===== src/rtl/mem_port_arbiter_if.sv =====
`timescale 1ns/1ps
// ---------------------------------------------------------------------------
// mem_port_arbiter_if
//
// Bundles every signal between the memory port arbiter, its two requesters
// (CPU controller and DMA/program loader) and the single-port memory.
//
// Handshake (both requester ports): a requester raises req together with
// we/addr/wdata and holds all of them stable until it sees ack, which is a
// one-cycle pulse. req is only looked at while the arbiter is idle, so req
// still high in the cycle after ack is a new request. rdata is valid from the
// ack cycle onward and holds until the next read on the same port completes.
//
// Modports:
//   slave  - the arbiter side (drives acks, rdata, memory bus, status, debug)
//   master - the environment side (requesters and memory model)
//
// Signal summary:
//   cpu_req/cpu_we/cpu_addr/cpu_wdata  CPU request and command
//   cpu_ack/cpu_rdata                  CPU completion pulse and read data
//   dma_req/dma_we/dma_addr/dma_wdata  DMA request and command
//   dma_ack/dma_rdata                  DMA completion pulse and read data
//   mem_addr/mem_wdata/mem_we          memory command
//   mem_rdata                          memory read data
//   busy                               access in progress
//   grant_dma                          in-progress access belongs to DMA
//   dbg_state                          arbiter FSM state encoding
//   dbg_streak                         consecutive CPU grants while DMA waits
// ---------------------------------------------------------------------------
interface mem_port_arbiter_if #(
    parameter int AW = 13,
    parameter int DW = 8
);
    logic          cpu_req;
    logic          cpu_we;
    logic [AW-1:0] cpu_addr;
    logic [DW-1:0] cpu_wdata;
    logic          cpu_ack;
    logic [DW-1:0] cpu_rdata;

    logic          dma_req;
    logic          dma_we;
    logic [AW-1:0] dma_addr;
    logic [DW-1:0] dma_wdata;
    logic          dma_ack;
    logic [DW-1:0] dma_rdata;

    logic [AW-1:0] mem_addr;
    logic [DW-1:0] mem_wdata;
    logic          mem_we;
    logic [DW-1:0] mem_rdata;

    logic          busy;
    logic          grant_dma;

    logic [1:0]    dbg_state;
    logic [7:0]    dbg_streak;

    modport slave (
        input  cpu_req, cpu_we, cpu_addr, cpu_wdata,
        output cpu_ack, cpu_rdata,
        input  dma_req, dma_we, dma_addr, dma_wdata,
        output dma_ack, dma_rdata,
        output mem_addr, mem_wdata, mem_we,
        input  mem_rdata,
        output busy, grant_dma,
        output dbg_state, dbg_streak
    );

    modport master (
        output cpu_req, cpu_we, cpu_addr, cpu_wdata,
        input  cpu_ack, cpu_rdata,
        output dma_req, dma_we, dma_addr, dma_wdata,
        input  dma_ack, dma_rdata,
        input  mem_addr, mem_wdata, mem_we,
        output mem_rdata,
        input  busy, grant_dma,
        input  dbg_state, dbg_streak
    );
endinterface


===== src/rtl/mem_port_arbiter.sv =====
`timescale 1ns/1ps
// ---------------------------------------------------------------------------
// mem_port_arbiter
//
// Shares one single-port data/instruction memory between the CPU controller
// and a DMA/program-loader requester. The CPU has fixed priority, but once it
// has been granted MAX_STREAK times in a row while DMA was waiting, the next
// grant goes to DMA. Each access runs through IDLE -> ACCESS -> DONE, with
// ACCESS lasting WAIT_STATES+1 cycles to cover the memory's read latency.
//
// Parameters:
//   AW          address width
//   DW          data width
//   WAIT_STATES extra memory cycles per access, 0..15 (4-bit counter)
//   MAX_STREAK  CPU grants allowed in a row while DMA waits, >= 1
//
// Ports:
//   clk   clock, rising edge
//   rst   asynchronous, active-high reset
//   bus   mem_port_arbiter_if.slave: both requester ports, memory bus,
//         busy/grant_dma status and FSM debug (dbg_state, dbg_streak)
//
// Timing: a request seen in IDLE in cycle N is acknowledged in cycle
// N+2+WAIT_STATES. The write strobe is asserted only in the first ACCESS
// cycle, so every write produces exactly one mem_we cycle. Reset while an
// access is in flight abandons it: no ack, and mem_we/busy/grant_dma fall
// immediately because they are decoded from the asynchronously reset state.
// ---------------------------------------------------------------------------
module mem_port_arbiter #(
    parameter int AW          = 13,
    parameter int DW          = 8,
    parameter int WAIT_STATES = 1,
    parameter int MAX_STREAK  = 4
) (
    input  logic              clk,
    input  logic              rst,
    mem_port_arbiter_if.slave bus
);

    localparam int            SW         = (MAX_STREAK < 1) ? 1 : $clog2(MAX_STREAK + 1);
    localparam logic [3:0]    WAIT_INIT  = 4'(WAIT_STATES);
    localparam logic [SW-1:0] STREAK_MAX = SW'(MAX_STREAK);

    typedef enum logic [1:0] {
        ST_IDLE   = 2'd0,
        ST_ACCESS = 2'd1,
        ST_DONE   = 2'd2
    } state_t;

    state_t        state;
    state_t        state_n;

    // Command latched at grant time; the requester may drop req mid-access.
    logic          lat_we;
    logic [AW-1:0] lat_addr;
    logic [DW-1:0] lat_wdata;
    logic          owner_dma;

    logic [3:0]    wait_cnt;
    logic [SW-1:0] streak;
    logic          first_q;      // high only during the first ACCESS cycle

    logic [DW-1:0] cpu_rdata_q;
    logic [DW-1:0] dma_rdata_q;

    // Control strobes from the next-state logic.
    logic          load;         // grant made this cycle (IDLE -> ACCESS)
    logic          pick_dma;     // the grant goes to DMA
    logic          capture;      // last ACCESS cycle of a read
    logic          cpu_wins;

    // CPU priority unless DMA has already waited through MAX_STREAK CPU grants.
    assign cpu_wins = bus.cpu_req && !(bus.dma_req && (streak == STREAK_MAX));

    // -----------------------------------------------------------------------
    // FSM state register
    // -----------------------------------------------------------------------
    always_ff @(posedge clk or posedge rst) begin
        if (rst) begin
            state <= ST_IDLE;
        end else begin
            state <= state_n;
        end
    end

    // -----------------------------------------------------------------------
    // FSM next state and outputs
    // -----------------------------------------------------------------------
    always_comb begin
        state_n       = state;
        load          = 1'b0;
        pick_dma      = 1'b0;
        capture       = 1'b0;
        bus.mem_addr  = '0;
        bus.mem_wdata = '0;
        bus.mem_we    = 1'b0;
        bus.cpu_ack   = 1'b0;
        bus.dma_ack   = 1'b0;
        bus.busy      = 1'b0;
        bus.grant_dma = 1'b0;

        case (state)
            ST_IDLE: begin
                if (bus.cpu_req || bus.dma_req) begin
                    load     = 1'b1;
                    pick_dma = !cpu_wins;
                    state_n  = ST_ACCESS;
                end
            end

            ST_ACCESS: begin
                bus.mem_addr  = lat_addr;
                bus.mem_wdata = lat_wdata;
                bus.mem_we    = lat_we && first_q;
                bus.busy      = 1'b1;
                bus.grant_dma = owner_dma;
                if (wait_cnt == 4'd0) begin
                    capture = !lat_we;
                    state_n = ST_DONE;
                end
            end

            ST_DONE: begin
                // Address and data stay on the bus; the strobe is already gone.
                bus.mem_addr  = lat_addr;
                bus.mem_wdata = lat_wdata;
                bus.busy      = 1'b1;
                bus.grant_dma = owner_dma;
                bus.cpu_ack   = !owner_dma;
                bus.dma_ack   = owner_dma;
                state_n       = ST_IDLE;
            end

            default: begin
                state_n = ST_IDLE;
            end
        endcase
    end

    // -----------------------------------------------------------------------
    // Latched command, owner, wait counter and write-strobe qualifier
    // -----------------------------------------------------------------------
    always_ff @(posedge clk or posedge rst) begin
        if (rst) begin
            lat_we    <= 1'b0;
            lat_addr  <= '0;
            lat_wdata <= '0;
            owner_dma <= 1'b0;
            wait_cnt  <= 4'd0;
            first_q   <= 1'b0;
        end else begin
            first_q <= load;
            if (load) begin
                owner_dma <= pick_dma;
                lat_we    <= pick_dma ? bus.dma_we    : bus.cpu_we;
                lat_addr  <= pick_dma ? bus.dma_addr  : bus.cpu_addr;
                lat_wdata <= pick_dma ? bus.dma_wdata : bus.cpu_wdata;
                wait_cnt  <= WAIT_INIT;
            end else if ((state == ST_ACCESS) && (wait_cnt != 4'd0)) begin
                wait_cnt <= wait_cnt - 4'd1;
            end
        end
    end

    // -----------------------------------------------------------------------
    // Anti-starvation streak. Only updated in IDLE, where arbitration happens:
    // DMA not waiting clears it, a DMA grant clears it, and each CPU grant
    // made over a waiting DMA counts up (saturating).
    // -----------------------------------------------------------------------
    always_ff @(posedge clk or posedge rst) begin
        if (rst) begin
            streak <= '0;
        end else if (state == ST_IDLE) begin
            if (!bus.dma_req) begin
                streak <= '0;
            end else if (load && pick_dma) begin
                streak <= '0;
            end else if (load && (streak != STREAK_MAX)) begin
                streak <= streak + SW'(1);
            end
        end
    end

    // -----------------------------------------------------------------------
    // Per-port read data. Each register only changes when a read of its own
    // port completes; writes and the other port's reads leave it alone.
    // -----------------------------------------------------------------------
    always_ff @(posedge clk or posedge rst) begin
        if (rst) begin
            cpu_rdata_q <= '0;
            dma_rdata_q <= '0;
        end else if (capture) begin
            if (owner_dma) begin
                dma_rdata_q <= bus.mem_rdata;
            end else begin
                cpu_rdata_q <= bus.mem_rdata;
            end
        end
    end

    assign bus.cpu_rdata  = cpu_rdata_q;
    assign bus.dma_rdata  = dma_rdata_q;
    assign bus.dbg_state  = state;
    assign bus.dbg_streak = 8'(streak);

endmodule


===== src/flat_wrapper.sv =====
// flat-port wrapper written by rule: the top's interface ports become plain ports
module mem_port_arbiter_flat 
#(
    parameter int AW          = 13,
    parameter int DW          = 8,
    parameter int WAIT_STATES = 1,
    parameter int MAX_STREAK  = 4
)
  (clk, rst, bus_cpu_req, bus_cpu_we, bus_cpu_addr, bus_cpu_wdata, bus_cpu_ack, bus_cpu_rdata, bus_dma_req, bus_dma_we, bus_dma_addr, bus_dma_wdata, bus_dma_ack, bus_dma_rdata, bus_mem_addr, bus_mem_wdata, bus_mem_we, bus_mem_rdata, bus_busy, bus_grant_dma, bus_dbg_state, bus_dbg_streak);
  mem_port_arbiter_if #(.AW(AW), .DW(DW)) bus_i ();
  input  logic clk;
  input  logic rst;
  input wire logic [$bits(bus_i.cpu_req)-1:0] bus_cpu_req;
  input wire logic [$bits(bus_i.cpu_we)-1:0] bus_cpu_we;
  input wire logic [$bits(bus_i.cpu_addr)-1:0] bus_cpu_addr;
  input wire logic [$bits(bus_i.cpu_wdata)-1:0] bus_cpu_wdata;
  output wire logic [$bits(bus_i.cpu_ack)-1:0] bus_cpu_ack;
  output wire logic [$bits(bus_i.cpu_rdata)-1:0] bus_cpu_rdata;
  input wire logic [$bits(bus_i.dma_req)-1:0] bus_dma_req;
  input wire logic [$bits(bus_i.dma_we)-1:0] bus_dma_we;
  input wire logic [$bits(bus_i.dma_addr)-1:0] bus_dma_addr;
  input wire logic [$bits(bus_i.dma_wdata)-1:0] bus_dma_wdata;
  output wire logic [$bits(bus_i.dma_ack)-1:0] bus_dma_ack;
  output wire logic [$bits(bus_i.dma_rdata)-1:0] bus_dma_rdata;
  output wire logic [$bits(bus_i.mem_addr)-1:0] bus_mem_addr;
  output wire logic [$bits(bus_i.mem_wdata)-1:0] bus_mem_wdata;
  output wire logic [$bits(bus_i.mem_we)-1:0] bus_mem_we;
  input wire logic [$bits(bus_i.mem_rdata)-1:0] bus_mem_rdata;
  output wire logic [$bits(bus_i.busy)-1:0] bus_busy;
  output wire logic [$bits(bus_i.grant_dma)-1:0] bus_grant_dma;
  output wire logic [$bits(bus_i.dbg_state)-1:0] bus_dbg_state;
  output wire logic [$bits(bus_i.dbg_streak)-1:0] bus_dbg_streak;
  assign bus_i.cpu_req = bus_cpu_req;
  assign bus_i.cpu_we = bus_cpu_we;
  assign bus_i.cpu_addr = bus_cpu_addr;
  assign bus_i.cpu_wdata = bus_cpu_wdata;
  assign bus_cpu_ack = bus_i.cpu_ack;
  assign bus_cpu_rdata = bus_i.cpu_rdata;
  assign bus_i.dma_req = bus_dma_req;
  assign bus_i.dma_we = bus_dma_we;
  assign bus_i.dma_addr = bus_dma_addr;
  assign bus_i.dma_wdata = bus_dma_wdata;
  assign bus_dma_ack = bus_i.dma_ack;
  assign bus_dma_rdata = bus_i.dma_rdata;
  assign bus_mem_addr = bus_i.mem_addr;
  assign bus_mem_wdata = bus_i.mem_wdata;
  assign bus_mem_we = bus_i.mem_we;
  assign bus_i.mem_rdata = bus_mem_rdata;
  assign bus_busy = bus_i.busy;
  assign bus_grant_dma = bus_i.grant_dma;
  assign bus_dbg_state = bus_i.dbg_state;
  assign bus_dbg_streak = bus_i.dbg_streak;
  mem_port_arbiter #(.AW(AW), .DW(DW), .WAIT_STATES(WAIT_STATES), .MAX_STREAK(MAX_STREAK)) u_core (.clk(clk), .rst(rst), .bus(bus_i));
endmodule

===== config.mk =====
export PLATFORM = sky130hd
export DESIGN_NAME = mem_port_arbiter_flat
export DESIGN_NICKNAME = d
export VERILOG_FILES = /design/src/rtl/mem_port_arbiter_if.sv /design/src/rtl/mem_port_arbiter.sv /design/src/flat_wrapper.sv
export SDC_FILE = /design/constraint.sdc
export NUM_CORES = 1
export LEC_CHECK = 0
export CORE_MARGIN = 8
export CORE_UTILIZATION = 30
export DETAILED_ROUTE_END_ITERATION = 16
export PLACE_DENSITY_LB_ADDON = 0.05
export SLEW_MARGIN = 20
export SYNTH_ARGS = -nofsm -noshare
export SYNTH_HDL_FRONTEND = slang
export SYNTH_SLANG_ARGS = --single-unit
export TNS_END_PERCENT = 1

===== constraint.sdc =====
create_clock -name clk -period 6.07 [get_ports clk]
set_clock_uncertainty 0.05 [all_clocks]
set_input_delay 1.214 -clock clk [delete_from_list [all_inputs] [get_ports clk]]
set_output_delay 1.214 -clock clk [all_outputs]
set_load 0.02 [all_outputs]

==> results.json, run 1 <==
{
  "postCtsHoldBufs": 0,
  "wl_um": 7980,
  "core_area_mm2": 0.00855,
  "avgViaCountPerCell": 4.92,
  "power_density_mw_per_mm2": 559,
  "multi_input_area_mm2": 0.00122,
  "period_share_pct": 59.6,
  "ys_seq_area_share_pct": 47.2,
  "worstMarginPinSlew_ns": 1.06,
  "ctsResizeCount": 0,
  "cp.required_ns": 4.81,
  "cp-end-kind": "output pin",
  "ys_types": 36,
  "post-dp-hpwl_um": 5480,
  "layout_commonest_cell": "clkdlybuf4s50_1",
  "fp.dieArea_mm2": 0.0119,
  "worst_setup_path_start_kind": "flop",
  "grt_pass1_vias": 2402,
  "nFillCells": 876,
  "layout_common_cells": "clkdlybuf4s50_1, dfrtp_1, a21oi_1, o21ai_0",
  "r2r-end": "u_core.bus.dma_rdata[0]",
  "gp_congestion": 0.727,
  "grt_max_degree": 50,
  "register_area_mm2": 0.00123,
  "max-vdd-ir-drop_mv": 0.234,
  "fp.dieW_um": 109,
  "slew_violations": 0,
  "diodes": 0,
  "finalSetupViolations": 0,
  "clock_path_buffers": 2,
  "cts_tree": "yes",
  "drc": 0,
  "port_buffers": 102,
  "place_area_mm2": 0.00366,
  "wl_per_cell_um": 17.5,
  "max_freq_mhz": 276,
  "finalSetupTns_ns": 0,
  "layout-drive-gt1-share_pct": 9.17,
  "vias": 2250,
  "ant_nets": 0,
  "path_max_fanout": 23,
  "initial_core_util_pct": 30.4,
  "r2r_cells": 5,
  "numCtsBuffers": 5,
  "drtPass1Iterations": 4,
  "crit_start": "u_core.bus.dbg_state[0]",
  "crit_arrival_ns": 2.36,
  "hp-class": "reg -> reg",
  "die_h_um": 109,
  "synthCells": 260,
  "synth_area_mm2": 0.00260,
  "grt_antenna_before_repair": 1,
  "hold_slack_ns": 0.463,
  "yosys_warnings": 0,
  "leakage_nw": 1.55,
  "r2r_start": "u_core.wait_cnt[0]",
  "clock_latency_ns": 0.30,
  "synthToLayoutAreaGrowth_pct": 45.2,
  "reg2reg_setup_slack_ns": 3.54,
  "syn_avg_cell_area_um2": 10.0,
  "critPathCapture": "bus_mem_wdata[1]",
  "root_buffer": "clkbuf_8",
  "maxSlewHeadroom_pct": 29.2,
  "num_io_pins": 108,
  "drt_iter0_markers": 85,
  "period_minus_slack_ns": 3.62,
  "fin_area_mm2": 0.00377,
  "postCtsSetupRepairBufs": 0,
  "setup.worst_path.class": "reg -> out",
  "hold_violations": 0,
  "grtUsageTotal_pct": 13.5,
  "p_total_mw": 2.11,
  "layout.cells.non_filler": 457,
  "rsz0062_at_grt": "no",
  "maxCapViolCount": 0,
  "status": "finished, final reports clean",
  "cts.sinks": 49,
  "grt_pass1_wl_um": 12700,
  "dp_cells": 449,
  "h-tree-depth": 2,
  "layout.nets": 411,
  "ys_ff_latch": 49,
  "clk_pin_slew_ns": 0.09,
  "fp-row-count": 34,
  "overflow": 0
}
metal layers:
metal / vias to the layer above / track usage [%] / share of wire (%)
met5: - / 0 / 0.16
met4: 2 / 3.42 / 0.51
met3: 6 / 5.38 / 8.9
met2: 70 / 20.9 / 46
met1: 1084 / 17.2 / 44
li1: 1088 / - / -
per-stage QoR:
step / worst slack [ns] / util [%]
2_1_floorplan: 3.34 / -
3_3_place_gp: 2.30 / 42.8
3_5_place_dp: 2.24 / 42.8
4_1_cts: 2.33 / 44.1
5_1_grt: 2.26 / 44.1
6_report: 2.45 / 44.1
registers in the layout, summed over array words and instances (netlist names):
| signal | flops |
|---|---|
| u_core.bus.cpu_rdata | 8 |
| u_core.bus.dbg_state | 2 |
| u_core.bus.dma_rdata | 8 |
| u_core.first_q | 1 |
| u_core.lat_addr | 13 |
| u_core.lat_wdata | 8 |
| u_core.lat_we | 1 |
| u_core.owner_dma | 1 |
| u_core.streak | 3 |
| u_core.wait_cnt | 4 |
cells in the mapped netlist (all sizes together):
library cell	n	area (µm²)
nor2	23	86.3
or3b	1	8.76
nand4	1	6.26
nor3	1	5.00
buf	8	63.8
nor2b	1	6.26
nand3b	1	7.51
nand2	5	18.8
a311oi	1	8.76
o21ai	25	125
nand3	2	10.0
ha	7	87.6
dfrtp	49	1230
o2bb2ai	1	8.76
o31ai	1	7.51
nand2b	2	12.5
a21oi	28	140
a21o	2	15.0
and2	23	144
a21bo	1	10.0
mux2	16	210
and3	2	12.5
inv	10	37.5
a41oi	22	193
clkbuf	19	71.3
o22ai	2	12.5
a21boi	1	7.51
or4b	1	10.0
nor4b	1	23.8
conb	1	3.75
mux2i	2	20.0
report_power, final:
group,total (mW),switching (mW),internal [mW]
clock,0.244,0.120,0.124
sequential,0.570,0.0879,0.482
combinational,1.30,0.687,0.611
total,2.11,0.896,1.22
worst min-delay path by stage:
stage	startpoint	endpoint	slack, ns	cells past startpoint
5_1_grt	u_core.bus.cpu_rdata[0]	u_core.bus.cpu_rdata[0]	0.48	1
3_5_place_dp	u_core.bus.dma_rdata[6]	u_core.bus.dma_rdata[6]	0.44	1
2_1_floorplan	u_core.lat_addr[0]	u_core.lat_addr[0]	0.44	2
3_3_place_gp	u_core.bus.dma_rdata[4]	u_core.bus.dma_rdata[4]	0.44	1
6_report	u_core.bus.dma_rdata[0]	u_core.bus.dma_rdata[0]	0.46	1
4_1_cts	u_core.bus.cpu_rdata[5]	u_core.bus.cpu_rdata[5]	0.47	1
critical path: stages, from the launching register on:
cell and delay (ns):
dfrtp_1 0.38, inv_1 0.08, ha_1 0.74, and2_1 0.24
clkdlybuf4s50_1 0.61
logic make-up (layout without fill, tap and decap cells):
| group | Yosys count | after routing | share of synthesized area [%] |
|---|---|---|---|
| AOI/OAI and AO/OA | 84 | 84 | 20.3 |
| and+or+nand+nor | 64 | 64 | 13.5 |
| DFF | 49 | 49 | 47.2 |
| buffers and inverters | 37 | 122 | 6.64 |
| muxes | 18 | 18 | 8.86 |
| adders and majority gates | 7 | 7 | 3.37 |
| other | 1 | 5 | 0.144 |
area by class of cell:
class,instances,area share (%)
clock buffers,5,1.82
clock inverters,3,1.23
repair buffers,104,27.4
flip-flops and latches,49,32.5
multi-input cells,178,32.4
well taps,108,3.58
inverters,10,1.03
(Power assumes the default switching activity.)
==> run 2: changes to the inputs <==
- clock period: 6.07 -> 3.55 ns (I/O delays scaled with it)
==> results.json, run 2 (synthesized netlist as in run 1, its figures left out) <==
{
  "status": "finished, final reports clean",
  "post-dp-hpwl_um": 5790,
  "clock_latency_ns": 0.30,
  "port_buffers": 102,
  "core_area_mm2": 0.00855,
  "ctsResizeCount": 0,
  "power_density_mw_per_mm2": 966,
  "fp-row-count": 34,
  "grt_pass1_wl_um": 12900,
  "drc": 0,
  "comb_power_share_pct": 60.7,
  "hp-class": "reg -> reg",
  "dp_cells": 455,
  "clock_path_buffers": 2,
  "diodes": 0,
  "clk_pin_slew_ns": 0.09,
  "clock_power_share_pct": 12.9,
  "finalSetupTns_ns": 0,
  "vias": 2310,
  "grt_antenna_before_repair": 0,
  "layout-drive-gt1-share_pct": 10.7,
  "fp.dieArea_mm2": 0.0119,
  "layout_common_cells": "clkdlybuf4s50_1, dfrtp_1, a21oi_1, o21ai_0",
  "cts_tree": "yes",
  "postCtsHoldBufs": 0,
  "wl_per_cell_um": 17.9,
  "drt_iter0_markers": 80,
  "grt_pass1_vias": 2450,
  "worst_setup_path_start_kind": "flop",
  "crit_arrival_ns": 2.20,
  "postCtsSetupRepairBufs": 0,
  "max_freq_mhz": 338,
  "hold_violations": 0,
  "gp_congestion": 0.745,
  "critical_path.top_delay_family": "buffers and inverters",
  "switching_share_pct": 41.5,
  "leakage_nw": 1.60,
  "layout_commonest_cell": "clkdlybuf4s50_1",
  "grt_max_degree": 28,
  "drtPass1Iterations": 5,
  "largest_reg_flops": 13,
  "cp.required_ns": 2.79,
  "synthToLayoutAreaGrowth_pct": 47.6,
  "p_seq_share_pct": 26.4,
  "path_max_fanout": 16,
  "crit_buf_inv": 3,
  "initial_core_util_pct": 30.4,
  "avgViaCountPerCell": 4.99,
  "reg2reg_setup_slack_ns": 0.99,
  "cts.sinks": 49,
  "switching_power_mw": 1.54,
  "maxCapViolCount": 0,
  "fp.dieW_um": 109,
  "root_buffer": "clkbuf_8",
  "slew_violations": 0,
  "layout.cells.non_filler": 463,
  "die_h_um": 109,
  "worstMarginPinSlew_ns": 0.844,
  "numCtsBuffers": 5,
  "period_minus_slack_ns": 2.96,
  "critical_path.cell_chain": "inv_1, ha_1, buf_4, and2_1, clkdlybuf4s50_1",
  "rsz0062_at_grt": "no",
  "p_total_mw": 3.71,
  "wl_um": 8290,
  "cp-end-kind": "output pin",
  "slowest_delay_ns": 0.60,
  "period_share_pct": 83.4,
  "ant_nets": 0,
  "crit_path_top_delay_cell": "clkdlybuf4s50_1",
  "nFillCells": 809,
  "overflow": 0,
  "setup.worst_path.class": "reg -> out",
  "p_int_mw": 2.17,
  "grtUsageTotal_pct": 13.6,
  "top_register": "u_core.lat_addr",
  "finalSetupViolations": 0,
  "num_io_pins": 108,
  "h-tree-depth": 2,
  "maxSlewHeadroom_pct": 43.4,
  "max-vdd-ir-drop_mv": 0.578,
  "layout.nets": 417
}
run 2: cell types whose count changed in the layout (fill, tap and decap cells not counted):
cell,change
bufinv_16,+1
clkinvlp_4,-1
buf_4,+6
inv_2,+1
clkinv_4,-1
run 2: per-layer routing:
metal / routed length (µm) / share of wire, % / global-route usage [%]
met1: 3770 / 46 / 17.4
met2: 3660 / 44 / 21.4
met4: 72 / 0.87 / 3.13
met5: 0 / 0 / 0
met3: 777 / 9.4 / 4.79
run 2: cell type report:
type	instances	area, µm²	share of cell area [%]
Clock buffer	5	68.8	1.79
Clock inverter	3	65.1	1.70
Inverter	10	37.5	0.978
Multi-Input combinational cell	178	1220	31.9
Sequential cell	49	1230	32.0
Tap cell	108	135	3.52
Timing Repair Buffer	110	1080	28.2
run 2: path summary, 6_finish.rpt:
| kind | start | end | cells after the start |
|---|---|---|---|
| hold / removal | u_core.bus.cpu_rdata[0] | u_core.bus.cpu_rdata[0] | 1 |
| setup / recovery | u_core.bus.dbg_state[0] | bus_mem_addr[1] | 5 |
| hold reg to reg | u_core.bus.cpu_rdata[0] | u_core.bus.cpu_rdata[0] | 1 |
| setup reg to reg | u_core.wait_cnt[0] | u_core.bus.dma_rdata[0] | 5 |
| max in group asynchronous | rst | u_core.lat_addr[7] | 3 |
| min in group asynchronous | rst | u_core.bus.dma_rdata[5] | 2 |
run 2: power groups by stage:
| stage | Sequential [mW] | Combinational [mW] | Clock, mW |
|---|---|---|---|
| 2_1_floorplan | 1.09 | 1.19 | 0 |
| 3_3_place_gp | 0.995 | 2.26 | 0 |
| 3_5_place_dp | 0.991 | 2.28 | 0 |
| 4_1_cts | 0.982 | 2.29 | 0.496 |
| 5_1_grt | 1.01 | 2.44 | 0.513 |
| 6_report | 0.980 | 2.25 | 0.479 |
run 2: through the flow:
step	hold slack (ns)	worst slack [ns]	utilization, %	area, µm²
3_3_place_gp	0.443	0.895	43.3	3700
4_1_cts	0.468	0.529	44.9	3840
3_5_place_dp	0.446	0.859	43.3	3700
5_1_grt	0.477	0.423	44.9	3840
2_1_floorplan	0.437	1.32	-	2620
6_report	0.465	0.589	44.9	3840
